## src/rtl/mips_defs.sv

```systemverilog
// Shared definitions for the MIPS memory arbiter: FSM encoding and the
// read-data value returned when an access is aborted by the timeout.
package mips_defs;

  typedef enum logic [1:0] {
    IDLE   = 2'b00,
    BUSY_D = 2'b01,
    BUSY_I = 2'b10
  } arbState_t;

  localparam logic [31:0] TIMEOUT_RDATA = 32'h0;

endpackage

```

## src/rtl/mem_arbiter.sv

```systemverilog
// Single-port memory arbiter between the fetch stage and the MEM stage.
// Data has priority; a streak counter guarantees fetch progress.
module mem_arbiter
  import mips_defs::*;
#(
  parameter int STARVE_LIMIT = 4,
  parameter int TIMEOUT      = 255
) (
  input  logic        clk,
  input  logic        rst,
  input  logic        inst_req,
  input  logic [31:0] inst_addr,
  output logic [31:0] inst_rdata,
  output logic        inst_ok,
  input  logic        data_req,
  input  logic        data_wr,
  input  logic [31:0] data_addr,
  input  logic [31:0] data_wdata,
  output logic [31:0] data_rdata,
  output logic        data_ok,
  output logic        mem_en,
  output logic        mem_we,
  output logic [31:0] mem_addr,
  output logic [31:0] mem_wdata,
  input  logic [31:0] mem_rdata,
  input  logic        mem_ready,
  output logic        stall_if,
  output logic        stall_mem,
  output logic        bus_err
);

  localparam int SW = $clog2(STARVE_LIMIT + 1);
  localparam int TW = $clog2(TIMEOUT + 1);
  localparam logic [SW-1:0] STREAK_MAX = SW'(STARVE_LIMIT);
  localparam logic [TW-1:0] TO_LAST    = TW'(TIMEOUT - 1);

  arbState_t     state, stateNext;
  logic [SW-1:0] streak, streakNext;
  logic [TW-1:0] toCount, toCountNext;
  logic          memEnNext, memWeNext, instOkNext, dataOkNext, busErrNext;
  logic [31:0]   memAddrNext, memWdataNext, instRdataNext, dataRdataNext;
  logic          instElig, dataElig, grantData, grantInst;

  assign stall_if  = inst_req & ~inst_ok;
  assign stall_mem = data_req & ~data_ok;

  // The ok cycle consumes the request, so a still-high req is not re-granted.
  assign instElig  = inst_req & ~inst_ok;
  assign dataElig  = data_req & ~data_ok;
  assign grantData = dataElig & (~instElig | (streak != STREAK_MAX));
  assign grantInst = instElig & ~grantData;

  always_comb begin
    stateNext     = state;
    streakNext    = streak;
    toCountNext   = toCount;
    memEnNext     = mem_en;
    memWeNext     = mem_we;
    memAddrNext   = mem_addr;
    memWdataNext  = mem_wdata;
    instOkNext    = 1'b0;
    dataOkNext    = 1'b0;
    instRdataNext = inst_rdata;
    dataRdataNext = data_rdata;
    busErrNext    = bus_err;
    unique case (state)
      IDLE: begin
        if (grantData) begin
          stateNext    = BUSY_D;
          memEnNext    = 1'b1;
          memWeNext    = data_wr;
          memAddrNext  = data_addr;
          memWdataNext = data_wdata;
          toCountNext  = '0;
          streakNext   = (streak == STREAK_MAX) ? streak : streak + 1'b1;
        end else if (grantInst) begin
          stateNext   = BUSY_I;
          memEnNext   = 1'b1;
          memWeNext   = 1'b0;
          memAddrNext = inst_addr;
          toCountNext = '0;
          streakNext  = '0;
        end
      end
      BUSY_D, BUSY_I: begin
        if (mem_ready) begin
          stateNext = IDLE;
          memEnNext = 1'b0;
          memWeNext = 1'b0;
          if (state == BUSY_D) begin
            dataOkNext = 1'b1;
            if (!mem_we) dataRdataNext = mem_rdata;
          end else begin
            instOkNext    = 1'b1;
            instRdataNext = mem_rdata;
          end
        end else if (toCount == TO_LAST) begin
          // Abort: complete the handshake with a dummy word and flag the error.
          stateNext  = IDLE;
          memEnNext  = 1'b0;
          memWeNext  = 1'b0;
          busErrNext = 1'b1;
          if (state == BUSY_D) begin
            dataOkNext    = 1'b1;
            dataRdataNext = TIMEOUT_RDATA;
          end else begin
            instOkNext    = 1'b1;
            instRdataNext = TIMEOUT_RDATA;
          end
        end else begin
          toCountNext = toCount + 1'b1;
        end
      end
      default: stateNext = IDLE;
    endcase
  end

  always_ff @(posedge clk or negedge rst) begin
    if (!rst) begin
      state      <= IDLE;
      streak     <= '0;
      toCount    <= '0;
      mem_en     <= 1'b0;
      mem_we     <= 1'b0;
      mem_addr   <= '0;
      mem_wdata  <= '0;
      inst_ok    <= 1'b0;
      data_ok    <= 1'b0;
      inst_rdata <= '0;
      data_rdata <= '0;
      bus_err    <= 1'b0;
    end else begin
      state      <= stateNext;
      streak     <= streakNext;
      toCount    <= toCountNext;
      mem_en     <= memEnNext;
      mem_we     <= memWeNext;
      mem_addr   <= memAddrNext;
      mem_wdata  <= memWdataNext;
      inst_ok    <= instOkNext;
      data_ok    <= dataOkNext;
      inst_rdata <= instRdataNext;
      data_rdata <= dataRdataNext;
      bus_err    <= busErrNext;
    end
  end

endmodule

```

## config.mk

```make
export PLATFORM = sky130hd
export DESIGN_NAME = mem_arbiter
export DESIGN_NICKNAME = d
export VERILOG_FILES = /design/src/rtl/mips_defs.sv /design/src/rtl/mem_arbiter.sv
export SDC_FILE = /design/constraint.sdc
export NUM_CORES = 1
export LEC_CHECK = 0
export CORE_ASPECT_RATIO = 1.25
export CORE_UTILIZATION = 33
export DETAILED_ROUTE_END_ITERATION = 8
export GPL_TIMING_DRIVEN = 0
export PLACE_DENSITY_LB_ADDON = 0.08
export SLEW_MARGIN = 30
export SYNTH_ARGS = -nofsm -noshare
export SYNTH_HDL_FRONTEND = slang
export SYNTH_SLANG_ARGS = --single-unit
```

## constraint.sdc

```tcl
create_clock -name clk -period 2.2 [get_ports clk]
set_clock_uncertainty 0.05 [all_clocks]
set_input_delay 0.33 -clock clk [delete_from_list [all_inputs] [get_ports clk]]
set_output_delay 0.33 -clock clk [all_outputs]
set_load 0.005 [all_outputs]
```

=== Yosys cells after proc, flatten, opt, wreduce, memory -nomap -nowiden ===
Index checks and enable logic that the tools add are counted.
Widths: inputs -> output; s select.

* Bits of input ports: 134
* Bits in registers: 146
* Output and inout bits: 135

* Mux-type cells: 40
* Bitwise operators: 11
* Add/sub/neg operators: 2
* Eq/ne operators: 11
* Reduce and logical (&&, ||, !) cells: 14

{| class="wikitable"
|+ Operator list
! operator !! count
|-
| $mux 32 || 11
|-
| $mux 8 || 4
|-
| $pmux 8 s2 || 1
|-
| $mux 1 || 14
|-
| $reduce_and 3->1 || 4
|-
| $mux 3 || 3
|-
| $ne 3x3->1 const B || 3
|-
| $add 8x1->8 const B || 1
|-
| $eq 8x8->1 const B || 1
|-
| $mux 2 || 4
|-
| $ne 2x2->1 const B || 4
|-
| $reduce_and 4->1 || 2
|-
| $not 1->1 || 6
|-
| $reduce_and 2->1 || 3
|-
| $reduce_bool 2->1 || 3
|-
| $and 1x1->1 || 4
|-
| $pmux 1 s2 || 2
|-
| $pmux 2 s2 || 1
|-
| $add 3x1->3 const B || 1
|-
| $eq 3x3->1 const B || 1
|-
| $eq 2x1->1 const B || 1
|-
| $eq 2x2->1 const B || 1
|-
| $logic_not 2->1 || 1
|-
| $reduce_or 2->1 || 1
|-
| $or 1x1->1 || 1
|}

=== Longest topological paths before layout ===
Gate-level depths: netlist of run 1.

* Word-level depth: 10
* Depth in mapped cells: 7
* Gate-level depth less buffers: 6

=== Worst setup path after synthesis of run 1 ===
OpenSTA, ideal clock, no wires.

* Kind: flip-flop to flip-flop
* Start point: reg state[0]
* End point: reg toCount[1]
* Data arrival time: 1657 ps
* Buffers on the path: 1
* Library setup time: 125 ps
* Path slack: 369 ps
* Stages on the path, launching flop included: 8
* Required time: 2025 ps
* Path through: dfrtp_1 inv_1 ha_1 clkbuf_2 and2b_1 o21ai_1 a21boi_2 mux2_2

* Cells in the longest elaborated chain, start to end: 4
* Elaborated cells between the ends (all ways): 10
* Classes of those cells: eq/ne (5); mux (1); reduce/logical (4)

{| class="wikitable"
|+ Ends and longest elaborated chain
! element !! line !! text
|-
| from (decl) || mem_arbiter.sv:37 || <nowiki>arbState_t state, stateNext;</nowiki>
|-
| from (signal assigned) || mem_arbiter.sv:133 || <nowiki>state <= stateNext;</nowiki>
|-
| $eq 2x1->1 / $eq 2x2->1 (equally long branches) || mem_arbiter.sv:66 || <nowiki>unique case (state)</nowiki>
|-
| $reduce_or 2->1 || mem_arbiter.sv:66 ||
|-
| $ne 2x2->1 (no line) / $reduce_bool 2->1 (equally long branches) || - ||
|-
| $reduce_and 4->1 (no line) || - ||
|-
| to (signal assigned) || mem_arbiter.sv:135 || <nowiki>toCount <= toCountNext;</nowiki>
|-
| to (decl) || mem_arbiter.sv:39 || <nowiki>logic [TW-1:0] toCount, toCountNext;</nowiki>
|}

Several ways; a longest one is shown, not always the timed one.
A chain may end at the register's enable or synchronous reset.

=== Worst setup path after layout of run 1 ===
* Start point: reg inst_ok
* End point: out stall_if

* Cells in the longest elaborated chain, start to end: 2

{| class="wikitable"
|+ Ends and longest elaborated chain
! element !! line !! text
|-
| from (decl) || mem_arbiter.sv:14 || <nowiki>output logic inst_ok,</nowiki>
|-
| from (signal assigned) || mem_arbiter.sv:140 || <nowiki>inst_ok <= instOkNext;</nowiki>
|-
| $not 1->1 || mem_arbiter.sv:44 || <nowiki>assign stall_if = inst_req & ~inst_ok;</nowiki>
|-
| $and 1x1->1 || mem_arbiter.sv:44 ||
|-
| to (decl) || mem_arbiter.sv:27 || <nowiki>output logic stall_if,</nowiki>
|}

No other way between the ends.

==> flow_results.xml, run 1 <==
<?xml version="1.0" encoding="UTF-8"?>
<metrics>
  <group name="power_and_ir_drop">
    <metric name="power.ir.vdd_worst" unit="mV">0.550</metric>
    <metric name="internal_power" unit="mW">9.73</metric>
    <metric name="share_seq_of_total_power" unit="%">32.9</metric>
    <metric name="power.density_cell_area" unit="mW/mm^2">1390</metric>
    <metric name="p_comb_share" unit="%">46.2</metric>
    <metric name="power_switching_share" unit="%">32.3</metric>
    <metric name="total_leakage_power" unit="nW">4.52</metric>
    <metric name="power_switching" unit="mW">4.64</metric>
    <metric name="clock_power_share" unit="%">20.9</metric>
  </group>
  <group name="grt">
    <metric name="grt_pass1_wl" unit="um">31100</metric>
    <metric name="grt_start_max_net_pins" unit="">75</metric>
    <metric name="total_congestion_overflow_after_global_routing" unit="">0</metric>
    <metric name="gr-usage-all-layers" unit="%">19.5</metric>
    <metric name="first_global_vias" unit="">5808</metric>
    <metric name="grt_antenna_before_repair" unit="">0</metric>
  </group>
  <group name="synthesis">
    <metric name="synth_top_cell_area_share" unit="%">55.3</metric>
    <metric name="yosysSeqAreaShare" unit="%">55.3</metric>
    <metric name="post_synth_main_area_contributors" unit="">sky130_fd_sc_hd__dfrtp_1, sky130_fd_sc_hd__a22o_1, sky130_fd_sc_hd__mux2_4</metric>
    <metric name="avgSynthCellArea" unit="um^2">11.1</metric>
    <metric name="synthesis.yosys.warnings" unit="">0</metric>
    <metric name="synthDominantAreaCellType" unit="">sky130_fd_sc_hd__dfrtp_1</metric>
    <metric name="synth_edf_count" unit="">0</metric>
    <metric name="yosys_most_used_dff" unit="">sky130_fd_sc_hd__dfrtp_1</metric>
    <metric name="post_synth_instance_area" unit="mm^2">0.00660</metric>
    <metric name="synth_top_cells_by_count" unit="">sky130_fd_sc_hd__dfrtp_1, sky130_fd_sc_hd__nand2_1, sky130_fd_sc_hd__a22o_1</metric>
    <metric name="post-synth-top-count-cell" unit="">sky130_fd_sc_hd__dfrtp_1</metric>
    <metric name="syn_nets" unit="">734</metric>
    <metric name="netlist_instances" unit="">594</metric>
    <metric name="ys_seq_elements" unit="">146</metric>
    <metric name="netlist-cell-type-count" unit="">40</metric>
    <metric name="synth-async-reset-ratio" unit="%">100</metric>
  </group>
  <group name="sta">
    <metric name="layout_setup_ws" unit="ns">0.0722</metric>
    <metric name="period_needed" unit="ns">2.13</metric>
    <metric name="finalSetupViolations" unit="">0</metric>
    <metric name="timing.max_slew.rel_slack" unit="%">61.8</metric>
    <metric name="post-route-period-util" unit="%">96.7</metric>
    <metric name="drv_slew" unit="">0</metric>
    <metric name="fin_tns_setup" unit="ns">0</metric>
    <metric name="hold_violations" unit="">0</metric>
    <metric name="tightestPinTransition" unit="ns">0.573</metric>
    <metric name="achievable_freq" unit="MHz">470</metric>
  </group>
  <group name="route">
    <metric name="vias_per_cell" unit="">4.83</metric>
    <metric name="first_iter_violations" unit="">272</metric>
    <metric name="totalWireLength" unit="um">20000</metric>
    <metric name="detail-route-antenna-nets" unit="">0</metric>
    <metric name="dr.pass1.iters" unit="">5</metric>
    <metric name="vias" unit="">5632</metric>
    <metric name="detail_route.drc_violations" unit="">0</metric>
    <metric name="routed_wire_length_per_instance" unit="um">17.2</metric>
  </group>
  <group name="floorplanning">
    <metric name="io-pin-count" unit="">269</metric>
    <metric name="initial_utilization" unit="%">33.8</metric>
    <metric name="floorplan.rows" unit="">57</metric>
    <metric name="die_height" unit="um">160</metric>
    <metric name="floorplan.core_area" unit="mm^2">0.0195</metric>
    <metric name="die_outline_area" unit="mm^2">0.0206</metric>
    <metric name="die_width" unit="um">129</metric>
  </group>
  <group name="worst_setup_path">
    <metric name="setup.worst_path.end_class" unit="">output port</metric>
    <metric name="critPathMaxStageDelay" unit="ns">0.54</metric>
    <metric name="crit_path_kind" unit="">reg2out</metric>
    <metric name="cp_data_arrival_time" unit="ns">1.75</metric>
    <metric name="worst_path_max_delay_cell" unit="">sky130_fd_sc_hd__clkdlybuf4s50_1</metric>
    <metric name="crit_path_start_kind" unit="">flop</metric>
    <metric name="path_cells" unit="">nand2b_2 -&gt; inv_2 -&gt; clkdlybuf4s50_1</metric>
    <metric name="worstPathMaxFanout" unit="">5</metric>
    <metric name="critPathRequiredTime" unit="ns">1.82</metric>
  </group>
  <group name="placed_design">
    <metric name="placed_cell_count" unit="">1128</metric>
    <metric name="place.detailed.hpwl" unit="um">14400</metric>
    <metric name="gpl.final_weighted_congestion" unit="">0.780</metric>
    <metric name="port_buffers" unit="">268</metric>
    <metric name="detailedPlace.worstSlack" unit="ns">-0.0631</metric>
  </group>
  <group name="status">
    <metric name="status" unit="">complete, no violations</metric>
  </group>
  <group name="cts">
    <metric name="ctsHtreeMaxLevel" unit="">4</metric>
    <metric name="clock_sink_count" unit="">146</metric>
    <metric name="clockRootBuffer" unit="">sky130_fd_sc_hd__clkbuf_16</metric>
    <metric name="clk_transition_reported_paths" unit="ns">0.06</metric>
    <metric name="tritoncts" unit="">built</metric>
    <metric name="cts.path.max_buffers" unit="">2</metric>
    <metric name="cts_inserted_buffers" unit="">17</metric>
    <metric name="insertion_delay" unit="ns">0.42</metric>
  </group>
  <group name="worst_hold_path">
    <metric name="worstHoldPathType" unit="">in2async</metric>
  </group>
  <group name="finish">
    <metric name="fillers" unit="">1774</metric>
    <metric name="multi_input_comb_area" unit="mm^2">0.00258</metric>
    <metric name="layout.cells.non_filler" unit="">1165</metric>
    <metric name="antennaDiodeCount" unit="">0</metric>
    <metric name="final_nets" unit="">1028</metric>
    <metric name="layout_cell_share_with_drive_strength_beyond_1" unit="%">11.7</metric>
    <metric name="area.growth.synth_to_final" unit="%">56.3</metric>
    <metric name="register_area" unit="mm^2">0.00365</metric>
  </group>
  <group name="flow_run">
    <metric name="cap_viol_max_count" unit="">0</metric>
  </group>
</metrics>
==> per-stage QoR <==
stage                     area (um^2)  power [mW]  util (%)  hold WS, ns
after floorplan                  6600        7.78         -      -0.0156
after global placement           9620        11.2      49.2        0.431
after detailed placement         9650        11.3      49.4        0.294
after CTS                       10300        14.4      52.5        0.405
after global routing            10300        15.3      52.8        0.426
final                           10300        14.4      52.8        0.426
==> timing repair <==
item                                    CTS  global route
buffers inserted                          0             5
resized for setup                         0             6
hold buffers                              1             0
endpoints found under the hold margin    72             0
endpoints found under the setup margin    0            73
==> flip-flops by register name (all words and copies together), names as in the netlist, 2 cells and up <==
name        cells
state           2
toCount         8
mem_wdata      32
streak          3
data_rdata     32
mem_addr       32
inst_rdata     32
==> metal layers <==
metal | global-route usage, % | up-vias | wire length (um)
met5 | 0 | - | 0
met4 | 6.26 | 0 | 331
met3 | 6.87 | 25 | 1820
met2 | 32.6 | 232 | 9530
met1 | 23.2 | 2723 | 8350
li1 | - | 2652 | -
==> power groups by stage <==
stage          logic (mW)  clock network, mW  registers (mW)
6_report             6.64               3.00            4.72
3_3_place_gp         6.48                  0            4.69
5_1_grt              7.21               3.19            4.88
3_5_place_dp         6.57                  0            4.74
4_1_cts              6.61               3.08            4.72
2_1_floorplan        3.03                  0            4.75
==> cell families after synthesis <==
kind of cell,count (synthesis),synth area share (%)
and+or+nand+nor,162,10.2
adders and majority gates,6,1.14
AOI/OAI and AO/OA,133,15.4
muxes,66,12.3
buffers and inverters,81,5.59
DFF,146,55.3
==> area by class of cell <==
class / count / share of cell area, %
Inverter: 41 / 1.49
Clock buffer: 17 / 4.12
Sequential cell: 146 / 35.4
Buffer: 40 / 2.11
Multi-Input combinational cell: 367 / 25.0
Timing Repair Buffer: 275 / 26.9
Tap cell: 265 / 3.21
Clock inverter: 14 / 1.75
==> path summary, 6_finish.rpt <==
| path | slack, ns | to | depth (start not counted) | from |
|---|---|---|---|---|
| setup / recovery | 0.07 | stall_if | 3 | inst_ok |
| hold / removal | 0.43 | mem_wdata[6] | 2 | rst |
| setup reg to reg | 0.11 | toCount[1] | 7 | state[0] |
| hold reg to reg | 0.45 | state[1] | 1 | state[1] |
| max in group asynchronous | 0.86 | data_rdata[18] | 3 | rst |
| min in group clk | 0.43 | mem_addr[20] | 3 | data_addr[20] |
==> worst max-delay path: cells and delay by family, from the launching register on <==
| kind | cells | cell delay (ns) |
|---|---|---|
| simple gates | 1 | 0.27 |
| flops | 1 | 0.39 |
| buf+inv | 2 | 0.67 |
==> layout by cell type, fill, tap and decap left out, types with 2 or more instances in the layout <==
master                            instances
sky130_fd_sc_hd__a21oi_1                  6
sky130_fd_sc_hd__inv_1                   40
sky130_fd_sc_hd__buf_4                    4
sky130_fd_sc_hd__inv_6                    4
sky130_fd_sc_hd__buf_6                    6
sky130_fd_sc_hd__nor2_1                  38
sky130_fd_sc_hd__o21ai_1                  3
sky130_fd_sc_hd__a31oi_1                 43
sky130_fd_sc_hd__clkbuf_1                16
sky130_fd_sc_hd__buf_2                   15
sky130_fd_sc_hd__clkinv_4                 2
sky130_fd_sc_hd__nand2_1                104
sky130_fd_sc_hd__clkbuf_16               17
sky130_fd_sc_hd__clkinvlp_4               5
sky130_fd_sc_hd__o21ai_0                  5
sky130_fd_sc_hd__a32o_1                   2
sky130_fd_sc_hd__nand3_1                  5
sky130_fd_sc_hd__nand2b_1                 3
sky130_fd_sc_hd__bufinv_16                3
sky130_fd_sc_hd__and3_1                   3
sky130_fd_sc_hd__a22o_1                  64
sky130_fd_sc_hd__mux2_2                   4
sky130_fd_sc_hd__a21boi_2                 2
sky130_fd_sc_hd__clkdlybuf4s50_1        267
sky130_fd_sc_hd__dfrtp_1                146
sky130_fd_sc_hd__ha_1                     6
sky130_fd_sc_hd__clkbuf_2                 3
sky130_fd_sc_hd__mux2_4                  29
sky130_fd_sc_hd__mux2i_1                 33
Power figures use the tool's default switching activity.
==> inputs of run 2 (changes only) <==
--- a/config.mk
+++ b/config.mk
@@ -5,7 +5,8 @@
 export SDC_FILE = /design/constraint.sdc
 export NUM_CORES = 1
 export LEC_CHECK = 0
-export CORE_ASPECT_RATIO = 1.25
+export CORE_ASPECT_RATIO = 2
+export CORE_MARGIN = 2
 export CORE_UTILIZATION = 33
 export DETAILED_ROUTE_END_ITERATION = 8
 export GPL_TIMING_DRIVEN = 0
==> run 2 against run 1 <==
  * Register-to-register slack is essentially flat
  * Via count grew 0.91%
  * Clock power grew 6%
  * Critical path type unchanged
==> flow_results.xml, run 2 (synthesis gave the netlist of run 1 again) <==
<?xml version="1.0" encoding="UTF-8"?>
<metrics>
  <group name="status">
    <metric name="status" unit="">complete, no violations</metric>
  </group>
  <group name="route">
    <metric name="detail_route.drc_violations" unit="">0</metric>
    <metric name="dr.pass1.iters" unit="">5</metric>
    <metric name="vias" unit="">5683</metric>
    <metric name="routed_wire_length_per_instance" unit="um">17.6</metric>
    <metric name="vias_per_cell" unit="">4.90</metric>
    <metric name="first_iter_violations" unit="">207</metric>
    <metric name="totalWireLength" unit="um">20400</metric>
    <metric name="detail-route-antenna-nets" unit="">0</metric>
  </group>
  <group name="sta">
    <metric name="achievable_freq" unit="MHz">473</metric>
    <metric name="finalSetupViolations" unit="">0</metric>
    <metric name="unrepaired_setup_endpoints_after_global_routing" unit="">no</metric>
    <metric name="tightestPinTransition" unit="ns">0.505</metric>
    <metric name="post-route-period-util" unit="%">96.1</metric>
    <metric name="hold_violations" unit="">0</metric>
    <metric name="timing.max_slew.rel_slack" unit="%">66.4</metric>
    <metric name="drv_slew" unit="">0</metric>
    <metric name="period_needed" unit="ns">2.11</metric>
  </group>
  <group name="grt">
    <metric name="first_global_vias" unit="">6081</metric>
    <metric name="gr-usage-all-layers" unit="%">19.7</metric>
    <metric name="grt_antenna_before_repair" unit="">0</metric>
    <metric name="grt_start_max_net_pins" unit="">59</metric>
    <metric name="grt_pass1_wl" unit="um">33000</metric>
    <metric name="total_congestion_overflow_after_global_routing" unit="">0</metric>
  </group>
  <group name="placed_design">
    <metric name="port_buffers" unit="">268</metric>
    <metric name="postPlaceCellArea" unit="mm^2">0.00967</metric>
    <metric name="gpl.final_weighted_congestion" unit="">0.790</metric>
    <metric name="placed_cell_count" unit="">1126</metric>
    <metric name="place.detailed.hpwl" unit="um">15500</metric>
  </group>
  <group name="worst_setup_path">
    <metric name="cp_data_arrival_time" unit="ns">1.73</metric>
    <metric name="worst_path_max_delay_cell" unit="">sky130_fd_sc_hd__clkdlybuf4s50_1</metric>
    <metric name="crit_path_start_kind" unit="">flop</metric>
    <metric name="cp.buffers_inverters" unit="">3</metric>
    <metric name="worstPathMaxFanout" unit="">6</metric>
    <metric name="critical-path-top-delay-family" unit="">buffers and inverters</metric>
    <metric name="crit_path_kind" unit="">reg2out</metric>
    <metric name="path_cells" unit="">nand2b_1 -&gt; buf_2 -&gt; inv_1 -&gt; clkdlybuf4s50_1</metric>
    <metric name="critPathRequiredTime" unit="ns">1.82</metric>
    <metric name="setup.worst_path.end_class" unit="">output port</metric>
    <metric name="critPathMaxStageDelay" unit="ns">0.53</metric>
  </group>
  <group name="floorplanning">
    <metric name="io-pin-count" unit="">269</metric>
    <metric name="die_height" unit="um">204</metric>
    <metric name="die_width" unit="um">104</metric>
    <metric name="die_outline_area" unit="mm^2">0.0212</metric>
    <metric name="initial_utilization" unit="%">33.5</metric>
    <metric name="floorplan.core_area" unit="mm^2">0.0197</metric>
    <metric name="floorplan.rows" unit="">73</metric>
  </group>
  <group name="power_and_ir_drop">
    <metric name="total_leakage_power" unit="nW">4.55</metric>
    <metric name="post-layout-total-power" unit="mW">14.5</metric>
    <metric name="power.density_cell_area" unit="mW/mm^2">1400</metric>
    <metric name="power.ir.vdd_worst" unit="mV">0.711</metric>
  </group>
  <group name="cts">
    <metric name="cts_inserted_buffers" unit="">17</metric>
    <metric name="clockRootBuffer" unit="">sky130_fd_sc_hd__clkbuf_16</metric>
    <metric name="clock_sink_count" unit="">146</metric>
    <metric name="tritoncts" unit="">built</metric>
    <metric name="ctsHtreeMaxLevel" unit="">4</metric>
    <metric name="cts.path.max_buffers" unit="">2</metric>
    <metric name="clk_transition_reported_paths" unit="ns">0.06</metric>
    <metric name="insertion_delay" unit="ns">0.43</metric>
  </group>
  <group name="finish">
    <metric name="antennaDiodeCount" unit="">0</metric>
    <metric name="layout.cells.most_common_list" unit="">sky130_fd_sc_hd__clkdlybuf4s50_1, sky130_fd_sc_hd__dfrtp_1, sky130_fd_sc_hd__nand2_1</metric>
    <metric name="layout.cells.non_filler" unit="">1160</metric>
    <metric name="fillers" unit="">1818</metric>
    <metric name="layout_cell_share_with_drive_strength_beyond_1" unit="%">11.5</metric>
    <metric name="area.growth.synth_to_final" unit="%">56.8</metric>
    <metric name="final_nets" unit="">1025</metric>
    <metric name="layout.cells.most_common" unit="">sky130_fd_sc_hd__clkdlybuf4s50_1</metric>
    <metric name="final_design_area_no_fill" unit="mm^2">0.0104</metric>
  </group>
  <group name="flow_run">
    <metric name="cap_viol_max_count" unit="">0</metric>
  </group>
  <group name="worst_hold_path">
    <metric name="worstHoldPathType" unit="">in2async</metric>
  </group>
</metrics>
-- run 2: cell count changes in the layout (fill, tap and decap cells not counted), sizes merged --
cell	change
clkinv	-1
clkbuf	+6
clkinvlp	-2
inv	-4
buf	-2
bufinv	+1
-- run 2: worst paths after layout --
kind | start | endpoint | slack [ns] | cells after the start
setup reg to reg | state[0] | toCount[1] | 0.12 | 7
min in group clk | bus_err | bus_err | 0.41 | 1
hold / removal | rst | mem_wdata[14] | 0.32 | 2
setup / recovery | data_ok | stall_mem | 0.09 | 4
hold reg to reg | bus_err | bus_err | 0.41 | 1
max in group asynchronous | rst | inst_rdata[12] | 0.86 | 4
-- run 2: timing repair --
item	CTS	global route
pin swaps	0	1
gates resized for setup	1	9
buffers inserted	0	1
hold buffers	1	0
setup endpoints to repair	1	66
endpoints found under the hold margin	35	0
-- run 2: worst register-to-register path: cells and delay by family, from the launching register on --
kind	cells	cell delay, ns
AO/OA/AOI/OAI	2	0.48
adder cells (fa/ha/maj)	1	0.27
buffers and inverters	2	0.26
flip-flops	1	0.35
multiplexers	1	0.38
AND/OR/NAND/NOR	1	0.18
-- run 2: layout make-up --
cell class,instances,area (um^2),share of cell area (%)
clock inverters,8,148,1.43
inverters,41,154,1.49
clock buffers,24,502,4.85
flip-flops and latches,146,3650,35.3
well taps,262,328,3.17
multi-input cells,367,2590,25.0
repair buffers,272,2760,26.7
plain buffers,40,219,2.12
-- run 2: stage by stage --
step / TNS (ns) / worst slack, ns / utilization (%) / hold WS [ns]
3_5_place_dp: -3.06 / -0.153 / 49.0 / 0.174
2_1_floorplan: 0 / 0.369 / - / -0.0156
6_report: 0 / 0.0851 / 52.5 / 0.318
3_3_place_gp: -757.76 / -5.21 / 48.7 / 0.402
5_1_grt: 0 / 0.00131 / 52.5 / 0.333
4_1_cts: 0 / 0.0223 / 52.4 / 0.297
-- run 2: layer usage --
| layer | share of wire, % | vias up | global-route usage, % |
|---|---|---|---|
| met5 | 0 | - | 0 |
| met4 | 2.1 | 0 | 6.71 |
| met3 | 7.0 | 28 | 6.98 |
| met2 | 54 | 224 | 35.7 |
| met1 | 37 | 2778 | 21.1 |
| li1 | - | 2653 | - |
-- run 2: power by group --
group | total, mW | switching, mW | leakage, nW | internal (mW)
Clock | 3.18 | 1.14 | 0.309 | 2.05
Combinational | 6.56 | 2.62 | 2.46 | 3.94
Sequential | 4.73 | 0.799 | 1.77 | 3.93
Total | 14.5 | 4.55 | 4.55 | 9.92
==> inputs of run 3 (changes only) <==
--- a/config.mk
+++ b/config.mk
@@ -11,6 +11,7 @@
 export DETAILED_ROUTE_END_ITERATION = 8
 export GPL_TIMING_DRIVEN = 0
 export PLACE_DENSITY_LB_ADDON = 0.08
+export REMOVE_ABC_BUFFERS = 1
 export SLEW_MARGIN = 30
 export SYNTH_ARGS = -nofsm -noshare
 export SYNTH_HDL_FRONTEND = slang
==> run 3 against run 2 <==
  * Global-route usage is 0.31 points lower
  * Worst setup slack got worse by 0.0072 ns
  * Register-to-register slack improved by 0.03 ns
  * Hold slack lost 0.049 ns
  * Combinational power increased by 3.2%
  * Via count unchanged
  * Routed wire length decreased by 0.82%
  * Sequential share of layout area shrank 0.16 points
  * Non-clock buffer count is 21 lower
  * Largest cell class unchanged
==> flow_results.xml, run 3 (synthesis gave the netlist of run 1 again) <==
<?xml version="1.0" encoding="UTF-8"?>
<metrics>
  <group name="status">
    <metric name="status" unit="">complete, no violations</metric>
  </group>
  <group name="power_and_ir_drop">
    <metric name="internal_power" unit="mW">9.76</metric>
    <metric name="post-layout-total-power" unit="mW">14.4</metric>
    <metric name="power_switching" unit="mW">4.62</metric>
    <metric name="share_seq_of_total_power" unit="%">33.1</metric>
    <metric name="p_comb_share" unit="%">47.1</metric>
    <metric name="power.density_cell_area" unit="mW/mm^2">1380</metric>
    <metric name="power_switching_share" unit="%">32.2</metric>
    <metric name="clock_power_share" unit="%">19.8</metric>
    <metric name="total_leakage_power" unit="nW">4.54</metric>
    <metric name="power.ir.vdd_worst" unit="mV">0.722</metric>
  </group>
  <group name="cts">
    <metric name="tritoncts" unit="">built</metric>
    <metric name="insertion_delay" unit="ns">0.42</metric>
    <metric name="ctsHtreeMaxLevel" unit="">4</metric>
    <metric name="cts.path.max_buffers" unit="">2</metric>
    <metric name="clockRootBuffer" unit="">sky130_fd_sc_hd__clkbuf_16</metric>
    <metric name="clock_sink_count" unit="">146</metric>
    <metric name="clk_transition_reported_paths" unit="ns">0.06</metric>
    <metric name="cts_inserted_buffers" unit="">17</metric>
  </group>
  <group name="floorplanning">
    <metric name="io-pin-count" unit="">269</metric>
    <metric name="floorplan.rows" unit="">73</metric>
    <metric name="die_width" unit="um">104</metric>
    <metric name="die_height" unit="um">204</metric>
    <metric name="initial_utilization" unit="%">33.5</metric>
    <metric name="floorplan.core_area" unit="mm^2">0.0197</metric>
    <metric name="die_outline_area" unit="mm^2">0.0212</metric>
  </group>
  <group name="sta">
    <metric name="unrepaired_setup_endpoints_after_global_routing" unit="">no</metric>
    <metric name="drv_slew" unit="">0</metric>
    <metric name="achievable_freq" unit="MHz">471</metric>
    <metric name="finalSetupViolations" unit="">0</metric>
    <metric name="timing.max_slew.rel_slack" unit="%">55.8</metric>
    <metric name="post-route-period-util" unit="%">96.5</metric>
    <metric name="period_needed" unit="ns">2.12</metric>
    <metric name="tightestPinTransition" unit="ns">0.663</metric>
    <metric name="layout_setup_ws" unit="ns">0.0779</metric>
    <metric name="timing.hold.ws" unit="ns">0.268</metric>
    <metric name="hold_violations" unit="">0</metric>
  </group>
  <group name="grt">
    <metric name="gr-usage-all-layers" unit="%">19.4</metric>
    <metric name="first_global_vias" unit="">5903</metric>
    <metric name="grt_pass1_wl" unit="um">32300</metric>
    <metric name="grt_antenna_before_repair" unit="">3</metric>
    <metric name="grt_start_max_net_pins" unit="">72</metric>
    <metric name="total_congestion_overflow_after_global_routing" unit="">0</metric>
  </group>
  <group name="route">
    <metric name="dr.pass1.iters" unit="">5</metric>
    <metric name="detail_route.drc_violations" unit="">0</metric>
    <metric name="vias" unit="">5683</metric>
    <metric name="totalWireLength" unit="um">20200</metric>
    <metric name="vias_per_cell" unit="">4.98</metric>
    <metric name="routed_wire_length_per_instance" unit="um">17.7</metric>
    <metric name="first_iter_violations" unit="">222</metric>
    <metric name="detail-route-antenna-nets" unit="">0</metric>
  </group>
  <group name="worst_hold_path">
    <metric name="worstHoldPathType" unit="">in2async</metric>
  </group>
  <group name="placed_design">
    <metric name="place.detailed.hpwl" unit="um">14400</metric>
    <metric name="gpl.final_weighted_congestion" unit="">0.765</metric>
    <metric name="detailedPlace.worstSlack" unit="ns">-0.929</metric>
    <metric name="port_buffers" unit="">268</metric>
  </group>
  <group name="worst_setup_path">
    <metric name="crit_path_start_kind" unit="">flop</metric>
    <metric name="setup.worst_path.end_class" unit="">output port</metric>
    <metric name="cp_data_arrival_time" unit="ns">1.74</metric>
    <metric name="crit_path_kind" unit="">reg2out</metric>
    <metric name="critPathRequiredTime" unit="ns">1.82</metric>
    <metric name="reg2regPathDepth" unit="">7</metric>
    <metric name="worstPathMaxFanout" unit="">25</metric>
  </group>
  <group name="finish">
    <metric name="final_nets" unit="">1005</metric>
    <metric name="layout_cell_share_with_drive_strength_beyond_1" unit="%">11.9</metric>
    <metric name="layout.cells.most_common" unit="">sky130_fd_sc_hd__clkdlybuf4s50_1</metric>
    <metric name="postLayoutCoreUtil" unit="%">52.7</metric>
    <metric name="layout.cells.most_common_list" unit="">sky130_fd_sc_hd__clkdlybuf4s50_1, sky130_fd_sc_hd__dfrtp_1, sky130_fd_sc_hd__nand2_1</metric>
    <metric name="area.growth.synth_to_final" unit="%">57.5</metric>
  </group>
  <group name="flow_run">
    <metric name="cap_viol_max_count" unit="">0</metric>
  </group>
</metrics>
[run 3: changes by cell type in the layout (fill, tap and decap cells not counted), sizes merged]
cell,change
diode,+3
clkinv,+6
buf,-2
clkbuf,-23
clkdlybuf4s50,-1
bufinv,-2
a31oi,+1
[run 3: final timing paths]
check / startpoint / endpoint / slack [ns]
max: mem_we / mem_we / 0.08
min: rst / mem_addr[2] / 0.27
max reg2reg: state[1] / inst_rdata[23] / 0.15
min reg2reg: bus_err / bus_err / 0.42
max in group asynchronous: rst / data_rdata[1] / 0.89
min in group clk: mem_ready / inst_rdata[13] / 0.27
[run 3: layout make-up]
class | count | area, um^2
timing repair buffer | 291 | 3020
sequential | 146 | 3650
tap | 262 | 328
fill | 1821 | 9330
clock inverter | 12 | 136
multi-input combinational | 368 | 2660
antenna | 3 | 7.51
clock buffer | 19 | 443
inverter | 41 | 156
[run 3: repair_timing]
item	4_1_cts	5_1_grt
cloned	1	0
hold endpoints to repair	83	0
pin swaps	1	3
hold buffers	1	0
setup endpoints to repair	63	24
setup buffers	4	5
resized for setup	3	3
[run 3: routing by layer]
layer | part of all wire (%) | GRT usage (%) | vias to the layer above | wire length [um]
met5 | 0 | 0 | - | 0
met4 | 3.5 | 9.75 | 0 | 713
met3 | 4.6 | 4.18 | 37 | 934
met2 | 53 | 34.0 | 212 | 10800
met1 | 39 | 22.1 | 2821 | 7810
li1 | - | - | 2613 | -
[run 3: critical path, stage by stage, from the launching register on]
cell                              delay, ns
sky130_fd_sc_hd__dfrtp_2               0.57
sky130_fd_sc_hd__buf_12                0.23
sky130_fd_sc_hd__clkdlybuf4s50_1       0.52
[run 3: per-stage QoR]
step | instances | TNS, ns | cell area (um^2)
floorplan | 554 | -63.91 | 6390
global placement | 1084 | -1100.61 | 9400
detailed placement | 1097 | -40.33 | 9700
CTS | 1134 | 0 | 10300
global route | 1142 | 0 | 10400
finish | 1142 | 0 | 10400
[run 3: power by group through the flow]
stage               Clock, mW  Combinational [mW]  Sequential [mW]
global placement            0                6.26             4.83
finish                   2.85                6.77             4.76
detailed placement          0                6.67             4.77
global route             3.07                7.29             4.93
CTS                      2.94                6.76             4.76
floorplan                   0                2.81             4.81
